`config.mk`:
```
export PLATFORM = sky130hd
export DESIGN_NAME = _alu29x03_seq
export DESIGN_NICKNAME = d
export VERILOG_FILES = /design/src/rtl/_alu29x03_seq.sv
export SDC_FILE = /design/constraint.sdc
export NUM_CORES = 1
export LEC_CHECK = 0
export ABC_CLOCK_PERIOD_IN_PS = 3960
export BUFFER_PORTS_ARGS = -buffer_cell sky130_fd_sc_hd__buf_4
export CAP_MARGIN = 15
export CORE_MARGIN = 3
export CORE_UTILIZATION = 45
export CTS_CLUSTER_DIAMETER = 120
export DETAILED_ROUTE_END_ITERATION = 16
export PLACE_DENSITY = 0.71
export SKIP_LAST_GASP = 1
export SLEW_MARGIN = 20
export SYNTH_ARGS = -nofsm -noshare
export SYNTH_HDL_FRONTEND = slang
export SYNTH_SLANG_ARGS = --single-unit
```
`constraint.sdc`:
```
create_clock -name i_clk -period 3.96 [get_ports i_clk]
set_clock_uncertainty 0.05 [all_clocks]
set_input_delay 0.198 -clock i_clk [delete_from_list [all_inputs] [get_ports i_clk]]
set_output_delay 0.198 -clock i_clk [all_outputs]
set_load 0.01 [all_outputs]
```
`src/rtl/_alu29x03_seq.sv`:
```
// rtl/_alu29x03_seq.sv - operation sequencer driving a cascaded _alu29x03 slice datapath
// Single-cycle ALU ops plus a W-iteration shift-add unsigned multiply through the ALU adder.
module _alu29x03_seq #(
    parameter int W = 4
) (
    input  logic         i_clk,
    input  logic         i_rst,
    input  logic         i_req,
    output logic         o_ready,
    input  logic [2:0]   i_op,
    input  logic [W-1:0] i_opa,
    input  logic [W-1:0] i_opb,
    input  logic         i_cin,
    output logic         o_done,
    output logic [W-1:0] o_res_lo,
    output logic [W-1:0] o_res_hi,
    output logic [3:0]   o_flg,
    output logic [W-1:0] o_alu_a,
    output logic [W-1:0] o_alu_b,
    output logic [12:0]  o_alu_ctrl,
    output logic         o_alu_cn,
    input  logic [W-1:0] i_alu_f,
    input  logic         i_alu_cn4,
    input  logic         i_alu_ovr,
    input  logic         i_alu_n
);
    localparam int CW = $clog2(W);

    localparam logic [1:0] S_IDLE = 2'd0;
    localparam logic [1:0] S_EXEC = 2'd1;
    localparam logic [1:0] S_MUL  = 2'd2;
    localparam logic [1:0] S_DONE = 2'd3;

    // ctrl[6:0] = {m,k,j,ben,aen,bpol,apol}
    localparam logic [6:0] C_PASSA = 7'b0000100;
    localparam logic [6:0] C_ADD   = 7'b0101100;
    localparam logic [6:0] C_SUB   = 7'b0101110;
    localparam logic [6:0] C_AND   = 7'b1011100;
    localparam logic [6:0] C_OR    = 7'b0011111;
    localparam logic [6:0] C_XOR   = 7'b0001100;
    localparam logic [6:0] C_CLR   = 7'b0000000;

    logic [1:0]    r_state;
    logic [2:0]    r_op;
    logic [W-1:0]  r_opa;
    logic [W-1:0]  r_opb;
    logic          r_cin;
    logic [W-1:0]  r_h;
    logic [W-1:0]  r_l;
    logic [CW-1:0] r_cnt;
    logic [W-1:0]  r_res_lo;
    logic [W-1:0]  r_res_hi;
    logic [3:0]    r_flg;

    logic [W-1:0]  w_a;
    logic [W-1:0]  w_b;
    logic [6:0]    w_code;
    logic          w_cn;
    logic [W-1:0]  w_h_next;
    logic [W-1:0]  w_l_next;

    always_comb begin
        w_a    = '0;
        w_b    = '0;
        w_code = C_CLR;
        w_cn   = 1'b0;
        case (r_state)
            S_EXEC: begin
                w_a = r_opa;
                w_b = r_opb;
                case (r_op)
                    3'd0:    w_code = C_PASSA;
                    3'd1:    begin w_code = C_ADD; w_cn = r_cin; end
                    3'd2:    begin w_code = C_SUB; w_cn = r_cin; end
                    3'd3:    w_code = C_AND;
                    3'd4:    w_code = C_OR;
                    3'd5:    w_code = C_XOR;
                    default: w_code = C_CLR;
                endcase
            end
            S_MUL: begin
                // Add the multiplicand into the high half only when the current multiplier bit is set.
                w_a    = r_h;
                w_b    = r_opa;
                w_code = r_l[0] ? C_ADD : C_PASSA;
            end
            default: ;
        endcase
    end

    assign w_h_next = {i_alu_cn4 & r_l[0], i_alu_f[W-1:1]};
    assign w_l_next = {i_alu_f[0], r_l[W-1:1]};

    always_ff @(posedge i_clk or posedge i_rst) begin
        if (i_rst) begin
            r_state  <= S_IDLE;
            r_op     <= 3'd0;
            r_opa    <= '0;
            r_opb    <= '0;
            r_cin    <= 1'b0;
            r_h      <= '0;
            r_l      <= '0;
            r_cnt    <= '0;
            r_res_lo <= '0;
            r_res_hi <= '0;
            r_flg    <= 4'd0;
        end else begin
            case (r_state)
                S_IDLE: begin
                    if (i_req) begin
                        r_op    <= i_op;
                        r_opa   <= i_opa;
                        r_opb   <= i_opb;
                        r_cin   <= i_cin;
                        r_h     <= '0;
                        r_l     <= i_opb;
                        r_cnt   <= '0;
                        r_state <= (i_op == 3'd6) ? S_MUL : S_EXEC;
                    end
                end
                S_EXEC: begin
                    r_res_lo <= i_alu_f;
                    r_res_hi <= '0;
                    r_flg    <= {i_alu_cn4, i_alu_ovr, i_alu_n, (i_alu_f == '0)};
                    r_state  <= S_DONE;
                end
                S_MUL: begin
                    r_h   <= w_h_next;
                    r_l   <= w_l_next;
                    r_cnt <= r_cnt + CW'(1);
                    // Only the finished product reaches the result registers.
                    if (r_cnt == CW'(W - 1)) begin
                        r_res_hi <= w_h_next;
                        r_res_lo <= w_l_next;
                        r_flg    <= {2'b00, w_h_next[W-1], ({w_h_next, w_l_next} == '0)};
                        r_state  <= S_DONE;
                    end
                end
                default: r_state <= S_IDLE;
            endcase
        end
    end

    assign o_ready    = (r_state == S_IDLE);
    assign o_done     = (r_state == S_DONE);
    assign o_res_lo   = r_res_lo;
    assign o_res_hi   = r_res_hi;
    assign o_flg      = r_flg;
    assign o_alu_a    = w_a;
    assign o_alu_b    = w_b;
    assign o_alu_ctrl = {6'b000000, w_code};
    assign o_alu_cn   = w_cn;
endmodule
```
# Word level (Yosys, flattened, before mapping)
# Cells that the tools add are included.
dict set report totals {
  reg_bits 36
  latch_bits 0
  ramBits 0
  mem_bits_ro 0
  output_inout_bits 36
  mem_count 0
}
dict set report op_classes {
  n_addsub 1
  n_mul 0
  div 0
  magnitude_cmp 0
  eq_ne 12
  n_shift 0
  muxes 23
  n_bitwise 1
  n_reduce_logical 11
}
# cell count
set ops {}
lappend ops {{4-bit case mux with 2 select lines} 7}
lappend ops {{7-bit case mux with 6 select lines} 1}
lappend ops {{4-bit 2-to-1 mux} 5}
lappend ops {{7-bit case mux with 2 select lines} 1}
lappend ops {{3-bit equality test (second input constant)} 3}
lappend ops {{8-bit zero test} 1}
lappend ops {{2-bit 2-to-1 mux} 4}
lappend ops {{2-bit AND reduction} 4}
lappend ops {{2-bit equality test (second input constant)} 3}
lappend ops {{3-bit by 2-bit equality test with 1-bit output (second input constant)} 2}
lappend ops {{6-bit 2-to-1 mux} 1}
lappend ops {{2-bit case mux with 3 select lines} 1}
lappend ops {{4-bit zero test} 1}
lappend ops {{2-bit != test (second input constant)} 2}
lappend ops {{2-bit case mux with 2 select lines} 1}
lappend ops {{2-bit nonzero test} 2}
lappend ops {{3-bit by 1-bit equality test with 1-bit output (second input constant)} 1}
lappend ops {{3-bit zero test} 1}
lappend ops {{2-bit by 1-bit adder with 2-bit output (second input constant)} 1}
lappend ops {{2-bit by 1-bit equality test with 1-bit output (second input constant)} 1}
lappend ops {{2-bit zero test} 1}
lappend ops {{1-bit 2-to-1 mux} 2}
lappend ops {{2-bit OR reduction} 1}
lappend ops {{1-bit AND} 1}

# Logic depth before layout (Yosys ltp)
# Gate-level depths: netlist of run 1.
dict set report logic_depth {
  depth_word 4
  depth_mapped 7
  ltp_nobuf 5
}

# Least setup slack after synthesis of run 1
# OpenSTA, ideal clock, no wires.
dict set report synth_path {
  path_kind {flip-flop to output port}
  startpoint {register r_state[1]}
  endpoint {output o_alu_ctrl[5]}
  arrival_ns 1.412
  path_slack_ns 2.300
  stages_incl_launch_ff 6
  cell_sequence {dfrtp_1 inv_1 ha_1 nor2b_1 or3b_1 a21boi_1}
}
dict set report synth_between {
  elab_chain_len 2
  word_cells_on_any_way 3
  cone_classes {2 x eq/ne; 1 x mux}
}
# element line_no
set synth_lines {}
lappend synth_lines {{from (decl)} 43} ;# logic [1:0] r_state;
lappend synth_lines {{from (signal assigned)} 118} ;# r_state <= (i_op == 3'd6) ? S_MUL : S_EXEC;
lappend synth_lines {{2-bit equality test or 2-bit by 1-bit equality test with 1-bit output (tied branches)} 67} ;# case (r_state)
lappend synth_lines {{7-bit case mux with 2 select lines *} 67}
lappend synth_lines {{to (decl)} 20} ;# output logic [12:0] o_alu_ctrl,
# Mark *: on every way between the ends. The rest lies on a longest branch, timed or not.

# Final worst setup path of run 1
# Ends and elaborated chain as after synthesis.

==> reports/metrics.cfg, run 1 <==
[synth]
yosysMostFrequentCell=dfrtp_1
synth.top_cells.by_area=dfrtp_1, mux2_2, mux2i_1, o21ai_0, nor2b_1
ys.flop_type=dfrtp_1
ys_types=38
ys_ff_latch=36
postSynth.asyncResetShare_pct=100
syn-cell-area_mm2=0.00196
ys_seq_area_share_pct=45.9
netlist.area_leader.share_pct=45.9
synth_edf_count=0
synthTopCellsByCount=dfrtp_1, nand2_1, o21ai_0
yosys.area.top_type=dfrtp_1
synthCells=187
syn_avg_cell_area_um2=10.5
yosys_warnings=0

[setup_path]
cp-start-kind=register
worstPathCellList=inv_1 > ha_1 > nor2b_1 > or3b_1 > a21boi_1 > buf_4
cp_slowest_stage_delay_ns=0.49
slowest_stage=ha_1
cp_data_required_time_ns=3.71
worst-setup-path-type=register to primary output
critical_path.endpoint_type=primary output
arrival_ns=2.21
crit_fanout=14

[finish]
fillers=354
area_growth_syn_to_layout_pct=23.8
drive_gt1_share_pct=31.9
final_nets=265
diodes=0
multi_input_area_um2=973
seqCellArea_um2=901

[power]
power_density_mw_per_mm2=798
p_int_mw=1.17
p_leak_nw=1.11
p_sw_mw=0.769
p_clk_share_pct=12.1
comb_power_share_pct=52.8
peakVddDrop_mv=0.350
seqPwrFrac_pct=35.2
sw_frac_of_total_pct=39.7
finalPower_mw=1.94

[clocking]
clk-insertion-delay-late_ns=0.28
clockRootBuffer=clkbuf_8
ctsResizeCount=0
cts_tree=built
cts_buffer_depth=2
htreeDepth=2
clk_pin_slew_worst_paths_ns=0.07
cts_buffers=5
cts_sinks=36

[placement]
gp_congestion=0.759
portBuffers=51
post-dp-hpwl_um=3190

[timing]
relSlewSlack_pct=52.5
fin_crit_ns=2.46
fmax_mhz=406
maxSlewViolCount=0
rsz0062_at_grt=no
setup_tns_ns=0
worstMarginPinSlew_ns=0.699
period_share_pct=62.2
hold_viol=0
setup_viol=0

[route]
first_pass_iters=4
drc_errors=0
routed_wl_um=4370
routedWlPerCell_um=15.3
ant_nets=0
vias=1594
drtIter0Drc=90
via_per_inst=5.59

[global_routing]
grt_pass1_vias=1507
track_usage_pct=18.7
overflow=0
grt_antenna_before_repair=0
grt_pass1_wl_um=7580
grt_start_max_net_pins=40

[worst_hold_path]
hold_path_class=primary input to register

[status]
status=complete, no violations

[die]
die-area_mm2=0.00519
start_util_pct=47.7
num_io_pins=58
die_w_um=72.0
row_count=23
die_h_um=72.0
core-area_mm2=0.00412

[job]
drv_cap=0

-- area by class of cell --
cell class / instances / area share, %
timing repair buffer: 54 / 16.8
multi-input combinational: 136 / 40.1
sequential: 36 / 37.1
inverter: 4 / 0.618
clock buffer: 5 / 2.83
tap: 50 / 2.58
-- through the flow --
step                hold slack (ns)  cell area, um2  util [%]  cells  setup WS [ns]
CTS                          0.0574            2420      58.9    285           1.50
global placement              0.294            2350      57.0    279           1.64
floorplan                     0.264            1980         -    192           2.30
global route                 0.0734            2430      59.0    285           1.28
detailed placement            0.293            2350      57.0    279           1.57
finish                       0.0603            2430      59.0    285           1.50
-- sequential cells by signal, summed over array words and instances (netlist names) --
signal    flops
o_flg         4
o_res_hi      4
o_res_lo      4
r_h           4
r_l           4
r_opa         4
r_opb         4
r_op          3
r_cnt         2
r_state       2
r_cin         1
-- layer usage --
| metal | global-route usage (%) | up-vias | wire, um |
|---|---|---|---|
| met4 | 6.26 | 0 | 70 |
| met1 | 26.0 | 777 | 1970 |
| li1 | - | 772 | - |
| met3 | 4.57 | 7 | 198 |
| met2 | 28.6 | 38 | 2130 |
| met5 | 0 | - | 0 |
-- critical path, delay by kind of cell, from the launching register on --
family | cells | cell delay [ns]
flops | 1 | 0.41
fa+ha+maj | 1 | 0.49
simple gates | 2 | 0.64
buf+inv | 2 | 0.23
compound gates | 1 | 0.16
-- timing repair --
item,4_1_cts,5_1_grt
hold endpoints to repair,36,0
endpoints found under the setup margin,0,0
hold buffers,1,0
buffers inserted,0,0
-- final timing paths --
check / from / end / slack, ns / cells after the start
setup / recovery: r_state[1]$_DFFE_PP0P_ / o_alu_ctrl[5] / 1.50 / 6
min in group asynchronous: i_rst / o_flg[3]$_DFFE_PP0P_ / 0.52 / 4
setup reg to reg: r_state[0]$_DFFE_PP0P_ / o_flg[0]$_DFFE_PP0P_ / 1.83 / 5
max in group asynchronous: i_rst / r_opb[2]$_DFFE_PP0P_ / 3.00 / 4
hold reg to reg: o_res_lo[2]$_DFFE_PP0P_ / o_res_lo[2]$_DFFE_PP0P_ / 0.43 / 2
hold / removal: i_alu_n / o_flg[1]$_DFFE_PP0P_ / 0.06 / 3
-- power by group through the flow --
stage | clock (mW) | combinational, mW | sequential [mW]
final | 0.234 | 1.02 | 0.681
after global placement | 0 | 1.01 | 0.683
after detailed placement | 0 | 1.02 | 0.687
after floorplan | 0 | 0.703 | 0.672
after global routing | 0.252 | 1.15 | 0.709
after CTS | 0.239 | 1.03 | 0.681
-- logic make-up after synthesis --
kind of cell    count (synthesis)  share of synthesized area [%]
fa+ha+maj                       6                           3.83
other cells                     1                          0.191
buf+inv                        20                           5.61
flops                          36                           45.9
simple gates                   49                           13.5
mux                            25                           13.6
compound gates                 48                           16.5
xor+xnor                        2                          0.893
-- placed cells by master, fill, tap and decap left out, types with 2 or more instances in the layout --
| cell type | count |
|---|---|
| nor3_1 | 2 |
| a21oi_1 | 4 |
| mux2_2 | 14 |
| inv_1 | 4 |
| ha_1 | 6 |
| nand3b_1 | 2 |
| o22ai_1 | 4 |
| a22oi_1 | 8 |
| clkbuf_8 | 5 |
| nand2_1 | 17 |
| xnor2_1 | 2 |
| a32oi_1 | 4 |
| a221o_1 | 2 |
| nor2_1 | 2 |
| and3_1 | 2 |
| buf_4 | 53 |
| a32o_1 | 3 |
| o21ai_0 | 17 |
| mux2i_1 | 10 |
| nor2b_1 | 13 |
| conb_1 | 6 |
| nand3_1 | 3 |
| dfrtp_1 | 36 |
(Power assumes the default switching activity.)
==> run 2, diff against run 1 <==
--- a/config.mk
+++ b/config.mk
@@ -5,14 +5,14 @@
 export SDC_FILE = /design/constraint.sdc
 export NUM_CORES = 1
 export LEC_CHECK = 0
-export ABC_CLOCK_PERIOD_IN_PS = 3960
+export ABC_CLOCK_PERIOD_IN_PS = 2000
 export BUFFER_PORTS_ARGS = -buffer_cell sky130_fd_sc_hd__buf_4
 export CAP_MARGIN = 15
 export CORE_MARGIN = 3
 export CORE_UTILIZATION = 45
 export CTS_CLUSTER_DIAMETER = 120
 export DETAILED_ROUTE_END_ITERATION = 16
-export PLACE_DENSITY = 0.71
+export PLACE_DENSITY = 0.74
 export SKIP_LAST_GASP = 1
 export SLEW_MARGIN = 20
 export SYNTH_ARGS = -nofsm -noshare
==> constraint.sdc (replaced) <==
create_clock -name i_clk -period 2 [get_ports i_clk]
set_clock_uncertainty 0.05 [all_clocks]
set_input_delay 0.1 -clock i_clk [delete_from_list [all_inputs] [get_ports i_clk]]
set_output_delay 0.1 -clock i_clk [all_outputs]
set_load 0.01 [all_outputs]
==> reports/metrics.cfg, run 2 (synthesis results as in run 1) <==
[clocking]
cts_tree=built
htreeDepth=2
clk-insertion-delay-late_ns=0.28
cts_sinks=36
clockRootBuffer=clkbuf_8
cts_buffers=5
cts_buffer_depth=2
clk_pin_slew_worst_paths_ns=0.07

[placement]
portBuffers=51
placedCellCount=284
place_area_mm2=0.00240
gp_congestion=0.792
post-dp-hpwl_um=3290

[power]
p_int_mw=2.54
p_leak_nw=1.19
p_clk_share_pct=12.7
sw_frac_of_total_pct=38.5
seqPwrFrac_pct=33.0
p_sw_mw=1.59
comb_power_share_pct=54.3
power_density_mw_per_mm2=1590
peakVddDrop_mv=0.781
finalPower_mw=4.13

[global_routing]
grt_start_max_net_pins=37
grt_pass1_vias=1542
track_usage_pct=18.6
overflow=0
grt_pass1_wl_um=7490
grt_antenna_before_repair=0

[die]
core-area_mm2=0.00412
die_w_um=72.0
start_util_pct=47.7
row_count=23
die_h_um=72.0
die-area_mm2=0.00519
num_io_pins=58

[finish]
final_cells=303
drive_gt1_share_pct=36.0
final_area_mm2=0.00260
area_growth_syn_to_layout_pct=32.7
final_nets=280
layout_commonest_cell=buf_4
fillers=353
final_cell_mix=buf_4, dfrtp_1, nand2_1, o21ai_0, mux2_2
diodes=0

[timing]
maxSlewViolCount=0
fmax_mhz=523
period_share_pct=95.6
rsz0062_at_grt=yes
fin_crit_ns=1.91
setup_viol=0
hold_viol=0

[status]
status=complete, no violations

[setup_path]
path_buf_inv=2
cp-start-kind=register
cp_slowest_stage_delay_ns=0.42
worst-setup-path-type=register to primary output
slowest_stage=dfrtp_1
cp_data_required_time_ns=1.85
arrival_ns=1.76
critical_path.endpoint_type=primary output
crit_fanout=4
worstPathCellList=inv_2 > ha_2 > nor2b_4 > or3b_1 > a21boi_1 > buf_4
path_delay_family=simple AND/OR/NAND/NOR gates

[worst_hold_path]
hold_path_class=primary input to register

[job]
drv_cap=0

[route]
ant_nets=0
routedWlPerCell_um=15.1
vias=1633
routed_wl_um=4590
drtIter0Drc=74
via_per_inst=5.39
drc_errors=0
first_pass_iters=4

==> run 2: cell count changes in the layout (fill, tap and decap cells not counted), sizes merged <==
cell         previous run  this run
buf                    53        62
clkbuf                  5         8
dlygate4sd3             1         7
==> run 2: final cells by class <==
cell class | count | area (um2) | area share (%)
multi-input combinational | 136 | 985 | 37.8
sequential | 36 | 903 | 34.7
timing repair buffer | 69 | 548 | 21.0
clock buffer | 8 | 90.1 | 3.46
tap | 50 | 62.6 | 2.40
inverter | 4 | 15.0 | 0.577
==> run 2: worst paths after layout <==
kind                                    startpoint  slack, ns  depth (start not counted)                       to
max                         r_state[1]$_DFFE_PP0P_       0.09                          6            o_alu_ctrl[5]
min                                       i_opa[0]      0.001                          2     r_opa[0]$_DFFE_PP0P_
max reg2reg                 r_state[0]$_DFFE_PP0P_       0.27                          5       r_l[0]$_DFFE_PP0P_
max in group asynchronous                    i_rst       1.13                          4      r_op[1]$_DFFE_PP0P_
min reg2reg                o_res_hi[3]$_DFFE_PP0P_       0.43                          2  o_res_hi[3]$_DFFE_PP0P_
min in group asynchronous                    i_rst       0.44                          4   r_state[1]$_DFFE_PP0P_
==> run 2: worst reg2reg max path, stage by stage, from the launching register on <==
cell and delay, ns:
dfrtp_1 0.41, inv_1 0.10, ha_2 0.30, nor2b_2 0.33, nor2b_1 0.12, a221o_1 0.31
==> run 2: timing repair <==
action | CTS | global route
pin swaps | 0 | 0
endpoints found under the hold margin | 42 | 0
endpoints found under the setup margin | 1 | 5
buffers inserted | 0 | 4
hold buffers | 7 | 0
resized for setup | 1 | 7
==> run 2: power by group through the flow <==
stage | clock network [mW] | logic [mW] | registers, mW
CTS | 0.538 | 2.15 | 1.36
finish | 0.526 | 2.24 | 1.36
global placement | 0 | 2.09 | 1.36
global route | 0.570 | 2.47 | 1.42
floorplan | 0 | 1.39 | 1.33
detailed placement | 0 | 2.13 | 1.37
==> run 2: per-stage QoR <==
stage | setup TNS, ns | hold slack (ns) | utilization, % | setup slack, ns
final | 0 | 0.00147 | 63.3 | 0.0881
after global routing | -0.00912 | 0.00282 | 63.3 | -0.00912
after CTS | 0 | 0.000267 | 62.2 | 0.0468
after detailed placement | 0 | 0.195 | 58.2 | 0.193
after global placement | 0 | 0.190 | 58.2 | 0.235
after floorplan | 0 | 0.166 | - | 0.415
==> run 2: per-layer routing <==
metal / share of wire [%] / vias up / GRT usage (%) / routed length [um]
met5: 0 / - / 0 / 0
li1: - / 798 / - / -
met2: 52 / 36 / 31.3 / 2380
met1: 42 / 793 / 23.4 / 1940
met4: 1.7 / 0 / 5.85 / 76
met3: 4.2 / 6 / 4.71 / 192
==> run 3, diff against run 2 <==
--- a/config.mk
+++ b/config.mk
@@ -10,6 +10,7 @@
 export CAP_MARGIN = 15
 export CORE_MARGIN = 3
 export CORE_UTILIZATION = 45
+export CTS_BUF_LIST = sky130_fd_sc_hd__clkbuf_8
 export CTS_CLUSTER_DIAMETER = 120
 export DETAILED_ROUTE_END_ITERATION = 16
 export PLACE_DENSITY = 0.74
==> reports/metrics.cfg, run 3 (synthesis results as in run 1) <==
[worst_hold_path]
min-delay-start=i_opa[0]
hold_path_class=primary input to register

[status]
status=complete, no violations

[die]
row_count=23
start_util_pct=47.7
die_h_um=72.0
core-area_mm2=0.00412
die-area_mm2=0.00519
die_w_um=72.0
num_io_pins=58

[setup_path]
cp-startpoint=r_state[1]$_DFFE_PP0P_
cp_slowest_stage_delay_ns=0.42
crit_fanout=4
crit_end=o_alu_ctrl[5]
cp-start-kind=register
worst-setup-path-type=register to primary output
r2r_slack_ns=0.26
r2r_end=r_l[0]$_DFFE_PP0P_
critical_path.endpoint_type=primary output
path_delay_family=simple AND/OR/NAND/NOR gates
cp_data_required_time_ns=1.85
cp.depth=6
worstPathCellList=inv_2 > ha_2 > nor2b_4 > or3b_1 > a21boi_1 > buf_4
reg2reg_from=r_state[0]$_DFFE_PP0P_
arrival_ns=1.76
slowest_stage=dfrtp_1
ff2ff_path_depth=5
path_buf_inv=2

[timing]
rsz0062_at_grt=yes
worst_slack_ns=0.0852
period_share_pct=95.7
hold_viol=0
fin_crit_ns=1.91
setup_viol=0
setup_tns_ns=0
fmax_mhz=522
maxSlewViolCount=0

[clocking]
clk_pin_slew_worst_paths_ns=0.07
cts_sinks=36
cts_tree=built
cts_buffers=5
htreeDepth=2
clk-insertion-delay-late_ns=0.28
cts_buffer_depth=2
clockRootBuffer=clkbuf_8

[placement]
post-dp-hpwl_um=3290
placedCellCount=284
post-place-ws_ns=0.193
portBuffers=51
place_area_mm2=0.00240
gp_congestion=0.792

[power]
p_leak_nw=1.20
peakVddDrop_mv=0.782
power_density_mw_per_mm2=1580

[global_routing]
grt_pass1_vias=1542
grt_pass1_wl_um=7490
overflow=0
track_usage_pct=18.6
grt_start_max_net_pins=37
grt_antenna_before_repair=0

[route]
routed_wl_um=4590
ant_nets=0
vias=1632
via_per_inst=5.39
drc_errors=0
drtIter0Drc=73
routedWlPerCell_um=15.1
first_pass_iters=4

[finish]
area_growth_syn_to_layout_pct=32.7
fillers=353
multi_input_area_um2=985
seqCellArea_um2=903
final_cell_mix=buf_4, dfrtp_1, nand2_1, o21ai_0, mux2_2
final_cells=303
diodes=0
layout_commonest_cell=buf_4
drive_gt1_share_pct=36.0
final_area_mm2=0.00260
final_nets=280

[job]
drv_cap=0

==> run 3: repair_timing <==
| action | CTS | global route |
|---|---|---|
| pin swaps | 0 | 0 |
| hold buffers | 7 | 0 |
| setup endpoints to repair | 1 | 6 |
| endpoints found under the hold margin | 42 | 0 |
| resized for setup | 1 | 7 |
| setup buffers | 0 | 4 |
==> run 3: power by group <==
| group | switching [mW] | leakage, nW | internal [mW] |
|---|---|---|---|
| sequential | 0.294 | 0.444 | 1.07 |
| clock | 0.246 | 0.0538 | 0.271 |
| combinational | 1.06 | 0.701 | 1.19 |
| total | 1.60 | 1.20 | 2.53 |
==> run 3: worst min path at each step <==
stage                                 endpoint  slack [ns]  depth (start not counted)
after floorplan           o_flg[1]$_DFFE_PP0P_        0.17                          2
after global placement    o_flg[2]$_DFFE_PP0P_        0.19                          3
after detailed placement  o_flg[2]$_DFFE_PP0P_        0.20                          3
after CTS                 r_opa[0]$_DFFE_PP0P_      0.0003                          2
after global routing      r_opb[1]$_DFFE_PP0P_       0.002                          2
final                     r_opa[0]$_DFFE_PP0P_       0.001                          2
==> run 3: cell type report <==
class	count	area share [%]
Clock inverter	2	0.288
Multi-Input combinational cell	136	37.8
Timing Repair Buffer	69	21.0
Inverter	4	0.577
Sequential cell	36	34.7
Tap cell	50	2.40
Clock buffer	6	3.17
==> run 3: layer usage <==
metal	track usage, %	wire length [um]
met4	5.85	76
met3	4.71	177
met5	0	0
met2	31.3	2360
met1	23.4	1980
==> run 3: per-stage QoR <==
| stage | power [mW] | hold slack, ns | util (%) |
|---|---|---|---|
| 2_1_floorplan | 2.72 | 0.166 | - |
| 3_3_place_gp | 3.44 | 0.190 | 58.2 |
| 3_5_place_dp | 3.50 | 0.195 | 58.2 |
| 4_1_cts | 4.04 | 0.000267 | 62.2 |
| 5_1_grt | 4.45 | 0.00240 | 63.3 |
| 6_report | 4.13 | 0.000972 | 63.3 |
